<file path="config.mk">
export PLATFORM = sky130hd
export DESIGN_NAME = fetch_unit
export DESIGN_NICKNAME = d
export VERILOG_FILES = /design/src/rtl/fetch_unit.sv
export SDC_FILE = /design/constraint.sdc
export NUM_CORES = 1
export LEC_CHECK = 0
export CORE_UTILIZATION = 30
export DETAILED_ROUTE_END_ITERATION = 6
export DONT_BUFFER_PORTS = 1
export PLACE_DENSITY_LB_ADDON = 0.3
export REMOVE_ABC_BUFFERS = 1
export SLEW_MARGIN = 20
export SYNTH_ARGS = -nofsm -noshare
export SYNTH_HDL_FRONTEND = slang
export SYNTH_SLANG_ARGS = --single-unit
</file>
<file path="constraint.sdc">
create_clock -name clk -period 3.98 [get_ports clk]
set_input_delay 0.398 -clock clk [delete_from_list [all_inputs] [get_ports clk]]
set_output_delay 0.398 -clock clk [all_outputs]
set_load 0.005 [all_outputs]
</file>
<file path="src/rtl/fetch_unit.sv">
// -----------------------------------------------------------------------------
// fetch_unit
//
// Upstream fetch stage of the rysy core. Owns the program counter and the
// instruction register, applies the controller's pc_sel / inst_sel choices
// every cycle, exposes the decoded instruction fields, and keeps a count of
// retired (non-bubble) instructions.
//
// Ports:
//   clk         clock
//   rst         synchronous active-high reset (wins over stall)
//   stall       freeze pc, inst, bubble, ill_inst and instret this cycle
//   pc_sel      next-PC select: 0=+4, 1=-4, 2=ALU target, 3=hold
//   inst_sel    IR load select: 0=memory, 1=NOP bubble, 2/3=hold
//   alu_out     jump/branch target (bit 0 is forced to zero)
//   imem_rdata  instruction word at pc, combinational read
//   pc          current PC, addresses the instruction memory
//   inst        current instruction register
//   opcode, func3, func7, rd, rs1, rs2   slices of inst
//   bubble      inst holds an inserted NOP rather than a fetched word
//   ill_inst    last load saw a word whose low bits were not 2'b11
//   instret     retired non-bubble instruction count (wraps)
// -----------------------------------------------------------------------------
module fetch_unit #(
  parameter logic [31:0] RESET_PC = 32'h0000_0000,
  parameter logic [31:0] NOP_INST = 32'h0000_0013
) (
  input  logic        clk,
  input  logic        rst,
  input  logic        stall,
  input  logic [1:0]  pc_sel,
  input  logic [1:0]  inst_sel,
  input  logic [31:0] alu_out,
  input  logic [31:0] imem_rdata,
  output logic [31:0] pc,
  output logic [31:0] inst,
  output logic [4:0]  opcode,
  output logic [2:0]  func3,
  output logic [6:0]  func7,
  output logic [4:0]  rd,
  output logic [4:0]  rs1,
  output logic [4:0]  rs2,
  output logic        bubble,
  output logic        ill_inst,
  output logic [31:0] instret
);

  localparam logic [1:0] PC_P4  = 2'd0;
  localparam logic [1:0] PC_M4  = 2'd1;
  localparam logic [1:0] PC_ALU = 2'd2;
  localparam logic [1:0] PC_OLD = 2'd3;

  localparam logic [1:0] INST_MEM = 2'd0;
  localparam logic [1:0] INST_NOP = 2'd1;

  logic [31:0] pc_reg,      pc_next;
  logic [31:0] inst_reg,    inst_next;
  logic        bubble_reg,  bubble_next;
  logic        ill_reg,     ill_next;
  logic [31:0] instret_reg, instret_next;

  // Only a real load (memory or NOP) replaces the instruction; codes 2 and 3
  // both keep the register as-is.
  logic ir_replaced;
  logic mem_word_legal;

  assign ir_replaced    = (inst_sel == INST_MEM) || (inst_sel == INST_NOP);
  assign mem_word_legal = (imem_rdata[1:0] == 2'b11);

  // Next-state logic. Defaults hold every register, so a stall simply
  // skips the update branches below.
  always_comb begin
    pc_next      = pc_reg;
    inst_next    = inst_reg;
    bubble_next  = bubble_reg;
    ill_next     = ill_reg;
    instret_next = instret_reg;

    if (!stall) begin
      // PC arithmetic is plain 32-bit and wraps naturally.
      unique case (pc_sel)
        PC_P4:   pc_next = pc_reg + 32'd4;
        PC_M4:   pc_next = pc_reg - 32'd4;
        PC_ALU:  pc_next = {alu_out[31:1], 1'b0};
        PC_OLD:  pc_next = pc_reg;
        default: pc_next = pc_reg;
      endcase

      case (inst_sel)
        INST_MEM: begin
          if (mem_word_legal) begin
            inst_next   = imem_rdata;
            bubble_next = 1'b0;
            ill_next    = 1'b0;
          end else begin
            // Non-32-bit encodings are replaced by a bubble and flagged.
            inst_next   = NOP_INST;
            bubble_next = 1'b1;
            ill_next    = 1'b1;
          end
        end
        INST_NOP: begin
          inst_next   = NOP_INST;
          bubble_next = 1'b1;
          ill_next    = 1'b0;
        end
        default: begin
          inst_next   = inst_reg;
          bubble_next = bubble_reg;
          ill_next    = ill_reg;
        end
      endcase

      // The instruction currently in the IR retires when it is replaced,
      // so a held instruction is counted exactly once. Uses the pre-edge
      // bubble flag, i.e. describes the outgoing instruction.
      if (ir_replaced && !bubble_reg) begin
        instret_next = instret_reg + 32'd1;
      end
    end
  end

  always_ff @(posedge clk) begin
    if (rst) begin
      pc_reg      <= RESET_PC;
      inst_reg    <= NOP_INST;
      bubble_reg  <= 1'b1;
      ill_reg     <= 1'b0;
      instret_reg <= 32'd0;
    end else begin
      pc_reg      <= pc_next;
      inst_reg    <= inst_next;
      bubble_reg  <= bubble_next;
      ill_reg     <= ill_next;
      instret_reg <= instret_next;
    end
  end

  assign pc       = pc_reg;
  assign inst     = inst_reg;
  assign bubble   = bubble_reg;
  assign ill_inst = ill_reg;
  assign instret  = instret_reg;

  // Decoded fields: direct slices, no added latency.
  assign opcode = inst_reg[6:2];
  assign rd     = inst_reg[11:7];
  assign func3  = inst_reg[14:12];
  assign rs1    = inst_reg[19:15];
  assign rs2    = inst_reg[24:20];
  assign func7  = inst_reg[31:25];

endmodule

</file>
==> results of run 1 <==
-- final timing paths --
kind | start | end | slack, ps | cells after the start
hold reg to reg | inst[2] | inst[2] | 500 | 2
hold / removal | rst | instret[20] | 130 | 1
setup / recovery | pc[3] | pc[24] | 1170 | 9
setup reg to reg | pc[3] | pc[24] | 1170 | 9
-- where the power goes --
group | switching, mW | internal, mW
combinational | 0.195 | 0.146
sequential | 0.101 | 0.995
clock | 0.442 | 0.439
total | 0.738 | 1.58
-- cells by family (layout without fill, tap and decap cells) --
| group | Yosys count | after routing |
|---|---|---|
| AO/OA/AOI/OAI | 170 | 170 |
| AND/OR/NAND/NOR | 345 | 345 |
| XOR/XNOR | 49 | 49 |
| buffers and inverters | 102 | 24 |
| flip-flops | 96 | 96 |
| adder cells (fa/ha/maj) | 2 | 2 |
| other | 1 | 1 |
| multiplexers | 12 | 12 |
-- Yosys cell counts (4+ instances only) --
cell,n
nor2_1,110
dfxtp_1,96
nand2_1,65
a21oi_1,49
clkbuf_1,41
nand3_1,34
buf_4,32
a22oi_1,31
nor3_1,26
xor2_1,26
xnor2_1,23
and3_1,20
o21ai_0,20
or3_1,15
buf_2,12
mux2i_1,11
nand4_1,11
nor4_1,11
a31oi_1,10
buf_1,9
a211oi_1,7
o22ai_1,7
or4_1,7
nand4b_1,6
and2_1,5
and4_1,5
buf_6,5
nand2b_1,4
-- routing by layer --
layer	GRT usage, %	wire length [µm]	vias to the layer above
met5	0	0	-
li1	-	-	2600
met3	4.795	1295	12
met4	4.301	171	0
met2	25.88	8068	176
met1	22.63	8101	2584
-- through the flow --
step,area (µm²),hold WS [ps]
2_1_floorplan,5433,463.8
3_3_place_gp,5811,491.6
3_5_place_dp,5811,493.7
4_1_cts,6097,110.5
5_1_grt,6097,109.1
6_report,6097,130.2
-- final cells by class --
type	count	share of cell area, %
clock inverter	7	1.006
clock buffer	9	3.694
tap	265	5.438
timing repair buffer	5	0.6156
inverter	3	0.1847
multi-input combinational	579	57.54
sequential	96	31.52
==> results.yml, run 1 <==
status:
  status: "finished clean"
floorplan:
  die-area_mm2: 0.02049
  fp.coreArea_mm2: 0.01953
  start_util_pct: 30.61
  die_y_um: 143.2
  row_count: 51
  ios: 199
  die_width_um: 143.2
worst_setup_path:
  crit_arrival_ps: 3070
  worst-setup-path-type: "register to register"
  crit_buf_inv: 0
  end_kind: "register"
  cp_max_fo: 9
  crit_family: "simple AND/OR/NAND/NOR gates"
  path_cells: "xnor2_1 -> ha_1 -> nand3_1 -> or2_2 -> or4_4 -> a211oi_2 -> mux2i_1 -> nand4b_1 -> o311a_1"
  slowest_delay_ps: 530
  cp-start-kind: "register"
  slowest_stage: "dfxtp_1"
  required_ps: 4230
synthesis:
  synthTopCellsByArea: "dfxtp_1, nor2_1, a21oi_1"
  synthXorXnorAreaFrac_pct: 7.180
  ys_types: 76
  netlist_area_mm2: 0.005977
  synth-edff-count: 0
  synthCells: 777
  synth_ff_type: "dfxtp_1"
  synth_compound_area_share_pct: 19.45
  ys_ff_latch: 96
  synth.top_cell.area_share_pct: 32.15
  synth_top_family_by_area: "simple AND/OR/NAND/NOR gates"
  avgSynthCellArea_um2: 7.692
  ys_async_sr_fraction_pct: 0
  synthSimpleGateAreaFrac_pct: 29.41
  synthMuxAreaShare_pct: 2.031
  synth_top_area_cell: "dfxtp_1"
  yosys_warnings: 0
  yosysSeqAreaShare_pct: 32.15
  synthAdderAreaFrac_pct: 0.4187
placed_design:
  io_buffers: 0
  place_ws_ps: 1190
  dp_cells: 948
  gp_congestion: 0.8354
  hpwl_um: 12070
drt:
  wire_per_inst_um: 18.29
  drcViolationCount: 0
  wl_um: 17640
  dr_total_vias: 5372
  drtIter0Drc: 301
  ant_nets: 0
  via_per_inst: 5.573
  first_pass_iters: 4
global_route:
  grt_pass1_vias: 4727
  grt.total_usage_pct: 16.76
  grt_pass1_wl_um: 26820
  antenna_found_initial: 0
  globalRouteOverflowTotal: 0
  grt_start_max_net_pins: 97
timing:
  fin_setup_tns_ps: 0
  worst_pin_slew_ps: 998.2
  min_period_over_period_pct: 70.72
  rsz0062_at_grt: "false"
  final-setup-viol-count: 0
  period_needed_ps: 2815
  skew_ps: 11.11
  setup_ws_ps: 1165
  fmax_mhz: 355.3
  drv_slew: 0
  maxSlewHeadroom_pct: 33.15
  hold_viol: 0
clock_tree:
  cts_max_level: 3
  ctsResizeCount: 0
  clk_latency_ps: 360
  ctsHoldBuffers: 0
  cts_buffers: 9
  clockRootBuffer: "clkbuf_16"
  cts_tree: "done"
  cts_sinks: 96
  clk_path_buf_depth: 2
  clk_pin_slew_ps: 80
  post_cts_buffers: 0
min_path:
  min_path_type: "input pin to register"
finish:
  multi_input_area_mm2: 0.003508
  final_util_pct: 31.23
  largest_reg_flops: 32
  fill_cells: 2118
  final_common_cell: "nor2_1"
  most-common-layout-cells: "nor2_1, dfxtp_1, nand2_1, a21oi_1, nand3_1"
  final_cells: 964
  drive_gt1_share_pct: 6.581
  syn_to_final_growth_pct: 2.010
  layout.nets: 767
  diodes: 0
  seq_area_mm2: 0.001922
power:
  powerDensity_mw_per_mm2: 380.1
  power_leakage_nw: 2.056
  fin_total_pwr_mw: 2.318
  vdd_drop_max_v: 0.0001890
job:
  maxCapViolCount: 0
Note: power is estimated with default switching activity, not from simulation.
==> run 2, diff against run 1 <==
==> constraint.sdc (replaced) <==
create_clock -name clk -period 2.8 [get_ports clk]
set_input_delay 0.28 -clock clk [delete_from_list [all_inputs] [get_ports clk]]
set_output_delay 0.28 -clock clk [all_outputs]
set_load 0.005 [all_outputs]
==> results.yml, run 2 (same netlist as run 1, synthesis figures left out) <==
job:
  maxCapViolCount: 0
floorplan:
  die-area_mm2: 0.02049
  die_y_um: 143.2
  start_util_pct: 30.61
  die_width_um: 143.2
  row_count: 51
  ios: 199
  fp.coreArea_mm2: 0.01953
timing:
  maxSlewHeadroom_pct: 38.27
  worst_pin_slew_ps: 922.9
  period_needed_ps: 2519
  fmax_mhz: 397.0
  final-setup-viol-count: 0
  min_period_over_period_pct: 89.96
  skew_ps: 8.110
  drv_slew: 0
  setup_ws_ps: 281.1
  rsz0062_at_grt: "false"
  hold_viol: 0
clock_tree:
  ctsHoldBuffers: 4
  cts_max_level: 3
  clk_latency_ps: 360
  post_cts_buffers: 0
  ctsResizeCount: 0
  cts_tree: "done"
  clk_path_buf_depth: 2
  clk_pin_slew_ps: 80
  cts_buffers: 9
  cts_sinks: 96
  clockRootBuffer: "clkbuf_16"
min_path:
  min_path_type: "input pin to register"
global_route:
  globalRouteOverflowTotal: 0
  grt.total_usage_pct: 17.96
  antenna_found_initial: 0
  grt_start_max_net_pins: 46
  grt_pass1_vias: 4812
  grt_pass1_wl_um: 28040
drt:
  drtIter0Drc: 359
  wire_per_inst_um: 18.41
  wl_um: 18480
  first_pass_iters: 5
  via_per_inst: 5.470
  ant_nets: 0
  dr_total_vias: 5492
  drcViolationCount: 0
finish:
  largest_reg_flops: 32
  layout.nets: 807
  most-common-layout-cells: "nor2_1, dfxtp_1, nand2_1, a21oi_1, buf_4"
  final_common_cell: "nor2_1"
  drive_gt1_share_pct: 11.10
  diodes: 0
  syn_to_final_growth_pct: 7.264
worst_setup_path:
  crit_arrival_ps: 2810
  cp_max_fo: 11
  worst-setup-path-type: "register to register"
  required_ps: 3090
  cp-start-kind: "register"
  end_kind: "register"
power:
  fin_total_pwr_mw: 3.367
  vdd_drop_max_v: 0.0002775
  power_leakage_nw: 2.247
  powerDensity_mw_per_mm2: 525.1
placed_design:
  io_buffers: 0
  hpwl_um: 12500
  place_ws_ps: 228.7
  gp_congestion: 0.8478
status:
  status: "finished clean"
[run 2: critical path, cell delays in order, from the launching register on]
cell and delay, ps:
dfxtp_1 630, nand2_1 80, or3_1 340, a211oi_1 380, o211ai_1 260, mux2i_1 180, or4_1 410, a31oi_1 170
[run 2: layout make-up]
class / count / area, µm²
clock inverter: 6 / 51.30
tap: 265 / 331.6
clock buffer: 10 / 229.0
timing repair buffer: 45 / 357.8
sequential: 96 / 1922
inverter: 3 / 11.26
multi-input combinational: 579 / 3508
fill: 2132 / 13120
[run 2: worst paths after layout]
kind / from / end / cells past startpoint / slack (ps)
worst min register to register: inst[2] / inst[2] / 2 / 510
worst min-delay path: rst / pc[23] / 1 / 40
worst max register to register: pc[8] / pc[29] / 7 / 280
worst max-delay path: pc[8] / pc[29] / 7 / 280
[run 2: metrics by stage]
| stage | utilization [%] | hold slack (ps) | cells | area [µm²] | setup TNS (ps) |
|---|---|---|---|---|---|
| finish | 32.83 | 35.21 | 1004 | 6411 | 0 |
| global route | 32.83 | 26.24 | 1004 | 6411 | 0 |
| CTS | 32.83 | 10.41 | 1004 | 6411 | 0 |
| detailed placement | 31.14 | 367.6 | 984 | 6081 | 0 |
| global placement | 31.14 | 365.7 | 984 | 6081 | 0 |
| floorplan | - | 349.1 | 678 | 5433 | -22.40 |
[run 2: where the power goes]
part           total, mW  switching, mW  internal (mW)
clock network       1.23          0.608          0.617
logic              0.634          0.363          0.270
registers           1.51         0.0934           1.41
[run 2: metal layers]
layer  routed length [µm]  track usage, %
met5                    0               0
met1                 8590           25.03
met2                 8352           27.16
met3                 1318           4.628
met4                  219           4.641
==> run 3, diff against run 2 <==
==> constraint.sdc (replaced) <==
create_clock -name clk -period 3 [get_ports clk]
set_input_delay 0.3 -clock clk [delete_from_list [all_inputs] [get_ports clk]]
set_output_delay 0.3 -clock clk [all_outputs]
set_load 0.005 [all_outputs]
==> results.yml, run 3 (same netlist as run 1, synthesis figures left out) <==
timing:
  worst_pin_slew_ps: 738.0
  final-setup-viol-count: 0
  drv_slew: 0
  hold_viol: 0
  period_needed_ps: 2645
  fin_setup_tns_ps: 0
  skew_ps: 11.03
  fmax_mhz: 378.0
  rsz0062_at_grt: "false"
  timing.hold.ws_ps: 54.78
  setup_ws_ps: 354.6
  min_period_over_period_pct: 88.18
  maxSlewHeadroom_pct: 50.58
worst_setup_path:
  required_ps: 3240
  cp_max_fo: 11
  worst-setup-path-type: "register to register"
  crit_arrival_ps: 2880
  path_cells: "nand2_1 -> or3_1 -> a211oi_1 -> o21ai_1 -> o32ai_1 -> xnor2_1 -> o22ai_1"
  end_kind: "register"
  slowest_delay_ps: 640
  cp-start-kind: "register"
  crit_buf_inv: 0
  slowest_stage: "dfxtp_1"
  crit_family: "compound AO/OA/AOI/OAI gates"
power:
  internal-power_mw: 2.126
  vdd_drop_max_v: 0.0002560
  fin_total_pwr_mw: 3.112
  power.switching_mw: 0.9852
  power_leakage_nw: 2.168
  pwr-share-clk_pct: 37.3
  swShare_pct: 31.66
  combPwrFrac_pct: 17.3
  seqPwrFrac_pct: 45.4
  powerDensity_mw_per_mm2: 495.8
clock_tree:
  cts_sinks: 96
  clockRootBuffer: "clkbuf_16"
  cts_buffers: 9
  clk_path_buf_depth: 2
  cts_tree: "done"
  clk_pin_slew_ps: 70
  clk_latency_ps: 360
  cts_max_level: 3
placed_design:
  place_ws_ps: 396.2
  dpl-instance-area_mm2: 0.005976
  hpwl_um: 12500
  io_buffers: 0
  gp_congestion: 0.8532
finish:
  drive_gt1_share_pct: 9.418
  final_common_cell: "nor2_1"
  diodes: 0
  fin_area_mm2: 0.006276
  largest_reg_flops: 32
  syn_to_final_growth_pct: 5.003
  fill_cells: 2116
  most-common-layout-cells: "nor2_1, dfxtp_1, nand2_1, a21oi_1, nand3_1"
  layout.nets: 790
drt:
  first_pass_iters: 4
  highest_layer: "met4"
  wire_per_inst_um: 18.53
  dr_total_vias: 5417
  met1_length_um: 8562
  via_per_inst: 5.488
  ant_nets: 0
  dr_wl_met3_um: 1285
  drtIter0Drc: 293
  wl_met2_um: 8259
  drcViolationCount: 0
  wl_um: 18290
min_path:
  min_path_type: "input pin to register"
floorplan:
  start_util_pct: 30.61
  die_y_um: 143.2
  ios: 199
  row_count: 51
  die-area_mm2: 0.02049
  fp.coreArea_mm2: 0.01953
  die_width_um: 143.2
global_route:
  globalRouteOverflowTotal: 0
  grt_pass1_wl_um: 27480
  antenna_found_initial: 0
  grt_start_max_net_pins: 86
  grt.total_usage_pct: 17.45
  grt_pass1_vias: 4774
job:
  maxCapViolCount: 0
status:
  status: "finished clean"
## run 3: path summary, 6_finish.rpt
check                           endpoint  slack, ps  depth (start not counted)     from
worst max-delay path              pc[25]        350                          7    pc[8]
worst min-delay path               pc[5]         50                          1      rst
worst max register to register    pc[25]        350                          7    pc[8]
worst min register to register   inst[2]        510                          2  inst[2]
## run 3: power groups by stage
stage | Clock, mW | Sequential (mW) | Combinational (mW)
2_1_floorplan | 0 | 1.44 | 0.355
3_3_place_gp | 0 | 1.44 | 0.526
3_5_place_dp | 0 | 1.44 | 0.527
4_1_cts | 1.22 | 1.41 | 0.534
5_1_grt | 1.25 | 1.42 | 0.592
6_report | 1.16 | 1.41 | 0.537
## run 3: cell type report
| class | instances | area, µm² | share of cell area (%) |
|---|---|---|---|
| repair buffers | 28 | 212.7 | 3.389 |
| inverters | 3 | 11.26 | 0.1794 |
| clock inverters | 7 | 65.06 | 1.037 |
| clock buffers | 9 | 225.2 | 3.589 |
| multi-input cells | 579 | 3508 | 55.90 |
| flip-flops and latches | 96 | 1922 | 30.62 |
| well taps | 265 | 331.6 | 5.283 |
## run 3: worst register-to-register path: stages (launching register included)
cell and delay [ps]:
dfxtp_1 640, nand2_1 90, or3_1 330, a211oi_1 420, o21ai_1 270, o32ai_1 510
xnor2_1 180, o22ai_1 90
## run 3: per-stage QoR
stage	utilization (%)	std cells
floorplan	-	678
global placement	30.60	970
detailed placement	30.60	970
CTS	32.14	987
global route	32.14	987
finish	32.14	987
## run 3: routing by layer
layer | up-vias | global-route usage [%]
met5 | - | 0
met4 | 0 | 4.867
met3 | 11 | 4.829
met2 | 177 | 26.68
met1 | 2577 | 23.74
li1 | 2652 | -
## run 3: repair_timing
item                                   CTS  global route
hold buffers                             1             0
resized for setup                        0             0
endpoints found under the hold margin   12             0
buffers inserted                         0             0
